`src/rtl/bht_update_unit_if.sv`:
```
// Predictor-table write port between the update unit and the BHT/BTB tables.
// valid/ready: a request transfers on any rising edge where UpdValid and
// UpdReady are both 1; while UpdValid & ~UpdReady the fields are held stable.
interface bht_update_unit_if #(
   parameter int TABLE_LEN = 4
);
   logic                 UpdValid;
   logic                 UpdReady;
   logic [TABLE_LEN-1:0] UpdIdx;
   logic [31:0]          UpdTag;
   logic [31:0]          UpdTarget;
   logic                 UpdTaken;
   logic                 UpdAlloc;

   modport master (
      output UpdValid, UpdIdx, UpdTag, UpdTarget, UpdTaken, UpdAlloc,
      input  UpdReady
   );

   modport slave (
      input  UpdValid, UpdIdx, UpdTag, UpdTarget, UpdTaken, UpdAlloc,
      output UpdReady
   );
endinterface

```
`src/rtl/bht_update_unit.sv`:
```
// Execute-stage branch resolution: flags mispredicts and redirects fetch in
// the same cycle, queues predictor-table updates in a small FIFO drained over
// the table write port, and keeps saturating performance counters.
module bht_update_unit #(
   parameter int TABLE_LEN  = 4,
   parameter int FIFO_DEPTH = 2
) (
   input  logic        clk,
   input  logic        rst,
   input  logic        ValidE,
   input  logic        StallE,
   input  logic [31:0] PCE,
   input  logic        PredE,
   input  logic [31:0] NPC_PredE,
   input  logic        BranchE,
   input  logic [31:0] BrNPC,
   output logic        MispredE,
   output logic [31:0] RedirectPC,
   bht_update_unit_if.master upd,
   output logic [31:0] BrCnt,
   output logic [31:0] MispredCnt,
   output logic [31:0] DropCnt
);

   localparam int AW = $clog2(FIFO_DEPTH);
   localparam logic [AW:0] FULL_CNT = (AW+1)'(FIFO_DEPTH);

   // Queue storage; the head slot is read straight out of these registers.
   logic [TABLE_LEN-1:0] idx_q    [FIFO_DEPTH];
   logic [31:0]          tag_q    [FIFO_DEPTH];
   logic [31:0]          target_q [FIFO_DEPTH];
   logic                 taken_q  [FIFO_DEPTH];
   logic                 alloc_q  [FIFO_DEPTH];

   logic [AW-1:0] rd_ptr;
   logic [AW-1:0] wr_ptr;
   logic [AW:0]   count;

   logic fire;
   logic mispredict;
   logic full;
   logic pop;
   logic do_push;
   logic drop;

   // Resolution: a stalled instruction is only evaluated in its final cycle.
   always_comb begin
      fire       = ValidE & ~StallE;
      mispredict = (PredE != BranchE) | (PredE & BranchE & (NPC_PredE != BrNPC));
      MispredE   = fire & mispredict;
      RedirectPC = BranchE ? BrNPC : (PCE + 32'd4);
   end

   // Queue control: a full queue still accepts a push when the head leaves.
   always_comb begin
      full    = (count == FULL_CNT);
      pop     = upd.UpdValid & upd.UpdReady;
      do_push = fire & (~full | pop);
      drop    = fire & full & ~pop;
   end

   // Head presentation from the register at the read pointer.
   always_comb begin
      upd.UpdValid  = (count != '0);
      upd.UpdIdx    = idx_q[rd_ptr];
      upd.UpdTag    = tag_q[rd_ptr];
      upd.UpdTarget = target_q[rd_ptr];
      upd.UpdTaken  = taken_q[rd_ptr];
      upd.UpdAlloc  = alloc_q[rd_ptr];
   end

   // Queue state: reset discards pending updates and clears the head fields.
   always_ff @(posedge clk or negedge rst) begin
      if (!rst) begin
         rd_ptr <= '0;
         wr_ptr <= '0;
         count  <= '0;
         for (int i = 0; i < FIFO_DEPTH; i++) begin
            idx_q[i]    <= '0;
            tag_q[i]    <= '0;
            target_q[i] <= '0;
            taken_q[i]  <= 1'b0;
            alloc_q[i]  <= 1'b0;
         end
      end else begin
         if (do_push) begin
            idx_q[wr_ptr]    <= PCE[TABLE_LEN+1:2];
            tag_q[wr_ptr]    <= PCE;
            target_q[wr_ptr] <= BrNPC;
            taken_q[wr_ptr]  <= BranchE;
            // Not-taken branches only decrement an existing entry.
            alloc_q[wr_ptr]  <= BranchE;
            wr_ptr           <= wr_ptr + 1'b1;
         end
         if (pop) begin
            rd_ptr <= rd_ptr + 1'b1;
         end
         if (do_push && !pop) begin
            count <= count + 1'b1;
         end else if (!do_push && pop) begin
            count <= count - 1'b1;
         end
      end
   end

   // Saturating performance counters.
   always_ff @(posedge clk or negedge rst) begin
      if (!rst) begin
         BrCnt      <= '0;
         MispredCnt <= '0;
         DropCnt    <= '0;
      end else begin
         if (fire && BrCnt != 32'hFFFF_FFFF) begin
            BrCnt <= BrCnt + 32'd1;
         end
         if (MispredE && MispredCnt != 32'hFFFF_FFFF) begin
            MispredCnt <= MispredCnt + 32'd1;
         end
         if (drop && DropCnt != 32'hFFFF_FFFF) begin
            DropCnt <= DropCnt + 32'd1;
         end
      end
   end

endmodule

```
`src/flat_wrapper.sv`:
```
// flat-port wrapper written by rule: the top's interface ports become plain ports
module bht_update_unit_flat 
#(
   parameter int TABLE_LEN  = 4,
   parameter int FIFO_DEPTH = 2
)
  (clk, rst, ValidE, StallE, PCE, PredE, NPC_PredE, BranchE, BrNPC, MispredE, RedirectPC, BrCnt, MispredCnt, DropCnt, upd_UpdValid, upd_UpdIdx, upd_UpdTag, upd_UpdTarget, upd_UpdTaken, upd_UpdAlloc, upd_UpdReady);
  bht_update_unit_if #(.TABLE_LEN(TABLE_LEN)) upd_i ();
  input  logic clk;
  input  logic rst;
  input  logic ValidE;
  input  logic StallE;
  input  logic [31:0] PCE;
  input  logic PredE;
  input  logic [31:0] NPC_PredE;
  input  logic BranchE;
  input  logic [31:0] BrNPC;
  output logic MispredE;
  output logic [31:0] RedirectPC;
  output logic [31:0] BrCnt;
  output logic [31:0] MispredCnt;
  output logic [31:0] DropCnt;
  output wire logic [$bits(upd_i.UpdValid)-1:0] upd_UpdValid;
  output wire logic [$bits(upd_i.UpdIdx)-1:0] upd_UpdIdx;
  output wire logic [$bits(upd_i.UpdTag)-1:0] upd_UpdTag;
  output wire logic [$bits(upd_i.UpdTarget)-1:0] upd_UpdTarget;
  output wire logic [$bits(upd_i.UpdTaken)-1:0] upd_UpdTaken;
  output wire logic [$bits(upd_i.UpdAlloc)-1:0] upd_UpdAlloc;
  input wire logic [$bits(upd_i.UpdReady)-1:0] upd_UpdReady;
  assign upd_UpdValid = upd_i.UpdValid;
  assign upd_UpdIdx = upd_i.UpdIdx;
  assign upd_UpdTag = upd_i.UpdTag;
  assign upd_UpdTarget = upd_i.UpdTarget;
  assign upd_UpdTaken = upd_i.UpdTaken;
  assign upd_UpdAlloc = upd_i.UpdAlloc;
  assign upd_i.UpdReady = upd_UpdReady;
  bht_update_unit #(.TABLE_LEN(TABLE_LEN), .FIFO_DEPTH(FIFO_DEPTH)) u_core (.clk(clk), .rst(rst), .ValidE(ValidE), .StallE(StallE), .PCE(PCE), .PredE(PredE), .NPC_PredE(NPC_PredE), .BranchE(BranchE), .BrNPC(BrNPC), .MispredE(MispredE), .RedirectPC(RedirectPC), .upd(upd_i), .BrCnt(BrCnt), .MispredCnt(MispredCnt), .DropCnt(DropCnt));
endmodule
```
`config.mk`:
```
export PLATFORM = sky130hd
export DESIGN_NAME = bht_update_unit_flat
export DESIGN_NICKNAME = d
export VERILOG_FILES = /design/src/rtl/bht_update_unit_if.sv /design/src/rtl/bht_update_unit.sv /design/src/flat_wrapper.sv
export SDC_FILE = /design/constraint.sdc
export NUM_CORES = 1
export LEC_CHECK = 0
export CELL_PAD_IN_SITES_DETAIL_PLACEMENT = 0
export CELL_PAD_IN_SITES_GLOBAL_PLACEMENT = 2
export CORE_MARGIN = 2
export CORE_UTILIZATION = 32
export DETAILED_ROUTE_END_ITERATION = 16
export PLACE_DENSITY = 0.87
export SLEW_MARGIN = 20
export SYNTH_ARGS = -nofsm -noshare
export SYNTH_HDL_FRONTEND = slang
export SYNTH_SLANG_ARGS = --single-unit
```
`constraint.sdc`:
```
create_clock -name clk -period 2.8 [get_ports clk]
set_input_delay 0.28 -clock clk [delete_from_list [all_inputs] [get_ports clk]]
set_output_delay 0.28 -clock clk [all_outputs]
set_load 0.02 [all_outputs]
```
## After elaboration in Yosys (flattened, before gate mapping)

Cells that the tools add are included.
Widths: inputs -> output; s select.

| storage, ports and cells | value |
|---|---|
| register bits after elaboration | 240 |
| bits in latches | 0 |
| RAM bits | 0 |
| memory bits (read-only) | 0 |
| input bits | 103 |
| output and inout port bits | 200 |
| word-level logic and storage cells | 87 |
| memories | 0 |

| operators by class | value |
|---|---|
| add/sub/neg operators | 8 |
| multiply operators | 0 |
| div/mod/pow operators | 0 |
| order comparisons | 3 |
| eq/ne operators | 6 |
| shift operators | 0 |
| mux-type cells | 29 |
| bitwise gates (word level) | 15 |
| reductions and logical operators | 10 |

Operators by type and width:

| operator | number |
|---|---|
| $mux 32 | 8 |
| $bwmux 64 | 2 |
| $add 32x1->32 const B | 3 |
| $ne 32x32->1 const B | 3 |
| $add 32x3->32 const B | 1 |
| $demux 32 s1 | 1 |
| $ne 32x32->1 | 1 |
| $mux 4 | 4 |
| $and 1x1->1 | 8 |
| $bwmux 8 | 1 |
| $mux 1 | 7 |
| $logic_and 1x1->1 | 6 |
| $bwmux 2 | 2 |
| $demux 4 s1 | 1 |
| $ge 2x2->1 const B | 2 |
| $mux 2 | 2 |
| $not 1->2 | 2 |
| $reduce_bool 2->1 | 2 |
| $not 1->1 | 3 |
| $add 1x1->1 const B | 2 |
| $add 2x1->2 const B | 1 |
| $eq 2x2->1 const B | 1 |
| $logic_not 1->1 | 2 |
| $lt 2x1->1 const B | 1 |
| other kinds (4) | 5 |

## Logic depth before layout (Yosys ltp)

Gate-level depths: netlist of run 1.

| logic depth | value |
|---|---|
| word-level depth | 8 |
| gate-level depth with buffers | 8 |
| gate-level depth less buffers | 8 |

## Worst setup path before layout of run 1

Ideal clock, no wire load.

| path | value |
|---|---|
| path type | input port to output port |
| start | in PCE[2] |
| end | out RedirectPC[28] |
| arrival time | 2.074 ns |
| required time | 2.520 ns |
| setup slack | 0.446 ns |
| stages on the path | 8 |
| path buffers | 0 |
| cell sequence | ha_1 nand3_1 nor4_2 and2_1 and2b_1 nand3_1 xor2_1 o21ai_0 |

| on the way | value |
|---|---|
| cells in the longest elaborated chain, start to end | 2 |

Ends and longest elaborated chain:

| item | line | source |
|---|---|---|
| start: declaration | flat_wrapper.sv:13 | `input logic [31:0] PCE;` |
| $add 32x3->32 | bht_update_unit.sv:51 | `RedirectPC = BranchE ? BrNPC : (PCE + 32'd4);` |
| $mux 32 | bht_update_unit.sv:51 |  |
| end: declaration | flat_wrapper.sv:19 | `output logic [31:0] RedirectPC;` |

Every way passes these cells.

## Worst setup path after layout of run 1

| path | value |
|---|---|
| start | in PCE[10] |
| end | out RedirectPC[28] |

The elaborated chain is that of the path after synthesis.

==> results.toml, run 1 <==
[timing]
tightest_slew_ps = 615
drv_slew = 0
slew_headroom_pct = 59.0
period_needed_ps = 2690
rsz0062_at_grt = "true"
hold_viol_final = 0
clock.fmax_mhz = 372
finalCritPeriodShare_pct = 96.0
setup_viol = 0
skew_ps = 10.1

[setup_path]
cp-end-kind = "primary output"
cp.required_ps = 2520
worstRegToRegCells = 6
critical_path_class = "in -> out"
cp-start-kind = "input port"
path_max_fanout = 4
r2r_slack_ps = 390
arrival_ps = 2410

[clock_tree]
cts.sinks = 230
clkLatencyLatePin_ps = 530
tritoncts = "done"
cts_buffers = 26
cts_setup_buffers = 0
clk_pin_slew_ps = 60
root_buffer = "clkbuf_16"
htreeDepth = 1
cts_max_path_buffers = 3

[global_routing]
grt_max_degree = 71
antenna_found_initial = 2
track_usage_pct = 18.6
first_global_vias = 8947
grt-ovfl-total = 0
grt_pass1_wl_um = 53100

[synthesis]
ys_warn_count = 0
synthDistinctLibCells = 48
synth_nets = 1060
synth_cells = 951
syn_area_sq_um = 11400
ys_ff_latch = 230
synth_top_cell_area_share_pct = 50.4
synth_area_per_cell_sq_um = 12.0
yosysSeqAreaShare_pct = 50.4
yosys.area.top_type = "dfrtp_1"
synth-main-ff-cell = "dfrtp_1"
synth-edff-count = 0
ys_async_sr_fraction_pct = 100
synth_area_leaders = "dfrtp_1 (50%), mux2_2 (20%), xor2_1 (6.1%)"

[floorplanning]
dieArea_sq_um = 37200
rows = 69
start_util_pct = 32.3
ios = 303
die_h_um = 193
core_sq_um = 35300
die_w_um = 193

[finish]
n_fill_cell = 3231
syn2layout_area_growth_pct = 44.9
design_area_sq_um = 16500
drive_above_1_share_pct = 27.8
final_nets = 1447

[pwr]
intPower_mw = 10.1
p_total_mw = 15.1
power.share.clock_pct = 23.3
ir_drop_v = 0.000568
p_leak_nw = 6.96
p_seq_share_pct = 33.8
p_comb_share_pct = 42.9
p_sw_share_pct = 33.2
p_per_area_nw_per_um2 = 914
switching_power_mw = 5.01

[placement]
post_dp_cell_area_sq_um = 15700
portBuffers = 302
dpl.hpwl_um = 26400
gp_congestion = 0.879

[job]
cap_violations = 0

[detailed_routing]
drt_iter0_markers = 414
drc = 0
drt_pass1_iterations = 4
ant_nets = 0
wl_per_cell_um = 19.1
vias_per_cell = 4.76
wirelength_um = 34800
routed-via-count = 8676

[status]
status = "finished, final reports clean"

[min_path]
hold_path_class = "in -> async"
## cell families (layout without fill, tap and decap cells)
logic type	Yosys count	count (layout)	share of synthesized area, %
adder cells (fa/ha/maj)	6	6	0.658
XOR/XNOR	155	155	11.9
flip-flops	230	230	50.4
multiplexers	200	200	19.8
other	0	2	0
AND/OR/NAND/NOR	280	280	13.4
buffers and inverters	38	445	1.56
AO/OA/AOI/OAI	42	42	2.29
## registers in the layout, summed over array words and instances (netlist names), 2 cells and up
| name | flops |
|---|---|
| u_core.BrCnt | 32 |
| u_core.DropCnt | 32 |
| u_core.MispredCnt | 32 |
| u_core.alloc_q | 2 |
| u_core.count | 2 |
| u_core.tag_q | 64 |
| u_core.target_q | 64 |
## layout by cell type (no fill, tap or decap), types with 15 or more instances in the layout
| cell | netlist | final |
|---|---|---|
| nand3_1 | 49 | 49 |
| xnor2_1 | 76 | 76 |
| nor2_1 | 31 | 31 |
| xor2_1 | 79 | 79 |
| dfrtp_1 | 230 | 229 |
| dlygate4sd2_1 | 0 | 15 |
| buf_4 | 5 | 84 |
| nand2_1 | 87 | 86 |
| nand4_1 | 25 | 25 |
| mux2_2 | 199 | 199 |
| clkbuf_16 | 0 | 27 |
| clkdlybuf4s50_1 | 0 | 276 |
| and3_1 | 19 | 19 |
| o21ai_0 | 30 | 27 |
## final cells by class
class / count / area, sq um / area share [%]
Inverter: 2 / 7.51 / 0.0454
Sequential cell: 230 / 5760 / 34.8
Antenna cell: 2 / 5.00 / 0.0303
Multi-Input combinational cell: 683 / 5510 / 33.3
Clock buffer: 42 / 822 / 4.97
Tap cell: 461 / 577 / 3.49
Timing Repair Buffer: 395 / 3770 / 22.8
Clock inverter: 6 / 82.6 / 0.499
## path summary, 6_finish.rpt
| check | startpoint | end |
|---|---|---|
| max in group asynchronous | rst | u_core.DropCnt[4] |
| worst max-delay path | PCE[10] | RedirectPC[28] |
| min in group clk | upd_UpdReady | u_core.rd_ptr |
| worst min-delay path | rst | u_core.tag_q[28] |
| worst min register to register | u_core.count[1] | u_core.count[1] |
| worst max register to register | u_core.count[0] | u_core.DropCnt[21] |
## synth_stat cells, types with 5 or more instances
| cell type | n |
|---|---|
| o21ai_0 | 30 |
| nor3_1 | 8 |
| clkbuf_1 | 18 |
| mux2_2 | 199 |
| nand4_1 | 25 |
| and3_1 | 19 |
| ha_1 | 6 |
| dfrtp_1 | 230 |
| xor2_1 | 79 |
| buf_2 | 13 |
| nor4_1 | 8 |
| nor2_1 | 31 |
| nand2_1 | 87 |
| and4_1 | 10 |
| xnor2_1 | 76 |
| and2_1 | 10 |
| buf_4 | 5 |
| nand3_1 | 49 |
## worst max-delay path, stage by stage
cell,delay (ps)
clkdlybuf4s50_1,490
nand3_1,120
buf_4,170
nor4_2,260
buf_4,170
and2_1,160
and2b_2,200
nand3_1,100
xor2_1,150
o21ai_0,140
buf_2,190
## what timing repair did
| item | 4_1_cts | 5_1_grt |
|---|---|---|
| endpoints found under the hold margin | 67 | 0 |
| setup endpoints to repair | 27 | 16 |
| resized for setup | 54 | 13 |
| pin swaps | 0 | 2 |
| hold buffers | 1 | 0 |
## layer usage
layer / global-route usage [%] / part of all wire, % / up-vias
li1: - / - / 4108
met1: 26.6 / 47 / 4320
met2: 29.3 / 46 / 199
met3: 2.80 / 4.6 / 47
met4: 5.08 / 2.4 / 2
met5: 0 / 0.046 / -
## power by group through the flow
| stage | Combinational (mW) | Sequential, mW | Clock, mW |
|---|---|---|---|
| 5_1_grt | 6.85 | 5.26 | 3.79 |
| 3_3_place_gp | 6.52 | 5.09 | 0 |
| 3_5_place_dp | 6.55 | 5.17 | 0 |
| 2_1_floorplan | 3.61 | 5.02 | 0 |
| 6_report | 6.48 | 5.11 | 3.53 |
| 4_1_cts | 6.58 | 5.12 | 3.64 |
## stage by stage
| step | setup slack (ps) | std cells | TNS [ps] | hold WS (ps) | util [%] |
|---|---|---|---|---|---|
| finish | 111 | 1821 | 0 | 315 | 46.8 |
| global placement | -473 | 1770 | -4970 | 285 | 44.4 |
| global route | -5.73 | 1820 | -5.73 | 337 | 46.8 |
| CTS | 3.80 | 1819 | 0 | 320 | 46.9 |
| floorplan | 446 | 951 | 0 | -15.6 | - |
| detailed placement | -480 | 1770 | -5090 | 297 | 44.4 |
No activity file was read; power rests on OpenSTA's default activity.
==> inputs of run 2 (changes only) <==
--- a/config.mk
+++ b/config.mk
@@ -5,6 +5,7 @@
 export SDC_FILE = /design/constraint.sdc
 export NUM_CORES = 1
 export LEC_CHECK = 0
+export CAP_MARGIN = 20
 export CELL_PAD_IN_SITES_DETAIL_PLACEMENT = 0
 export CELL_PAD_IN_SITES_GLOBAL_PLACEMENT = 2
 export CORE_MARGIN = 2
==> results of run 2 <==
No change in the layout: final DEF, timing and power equal those of run 1.
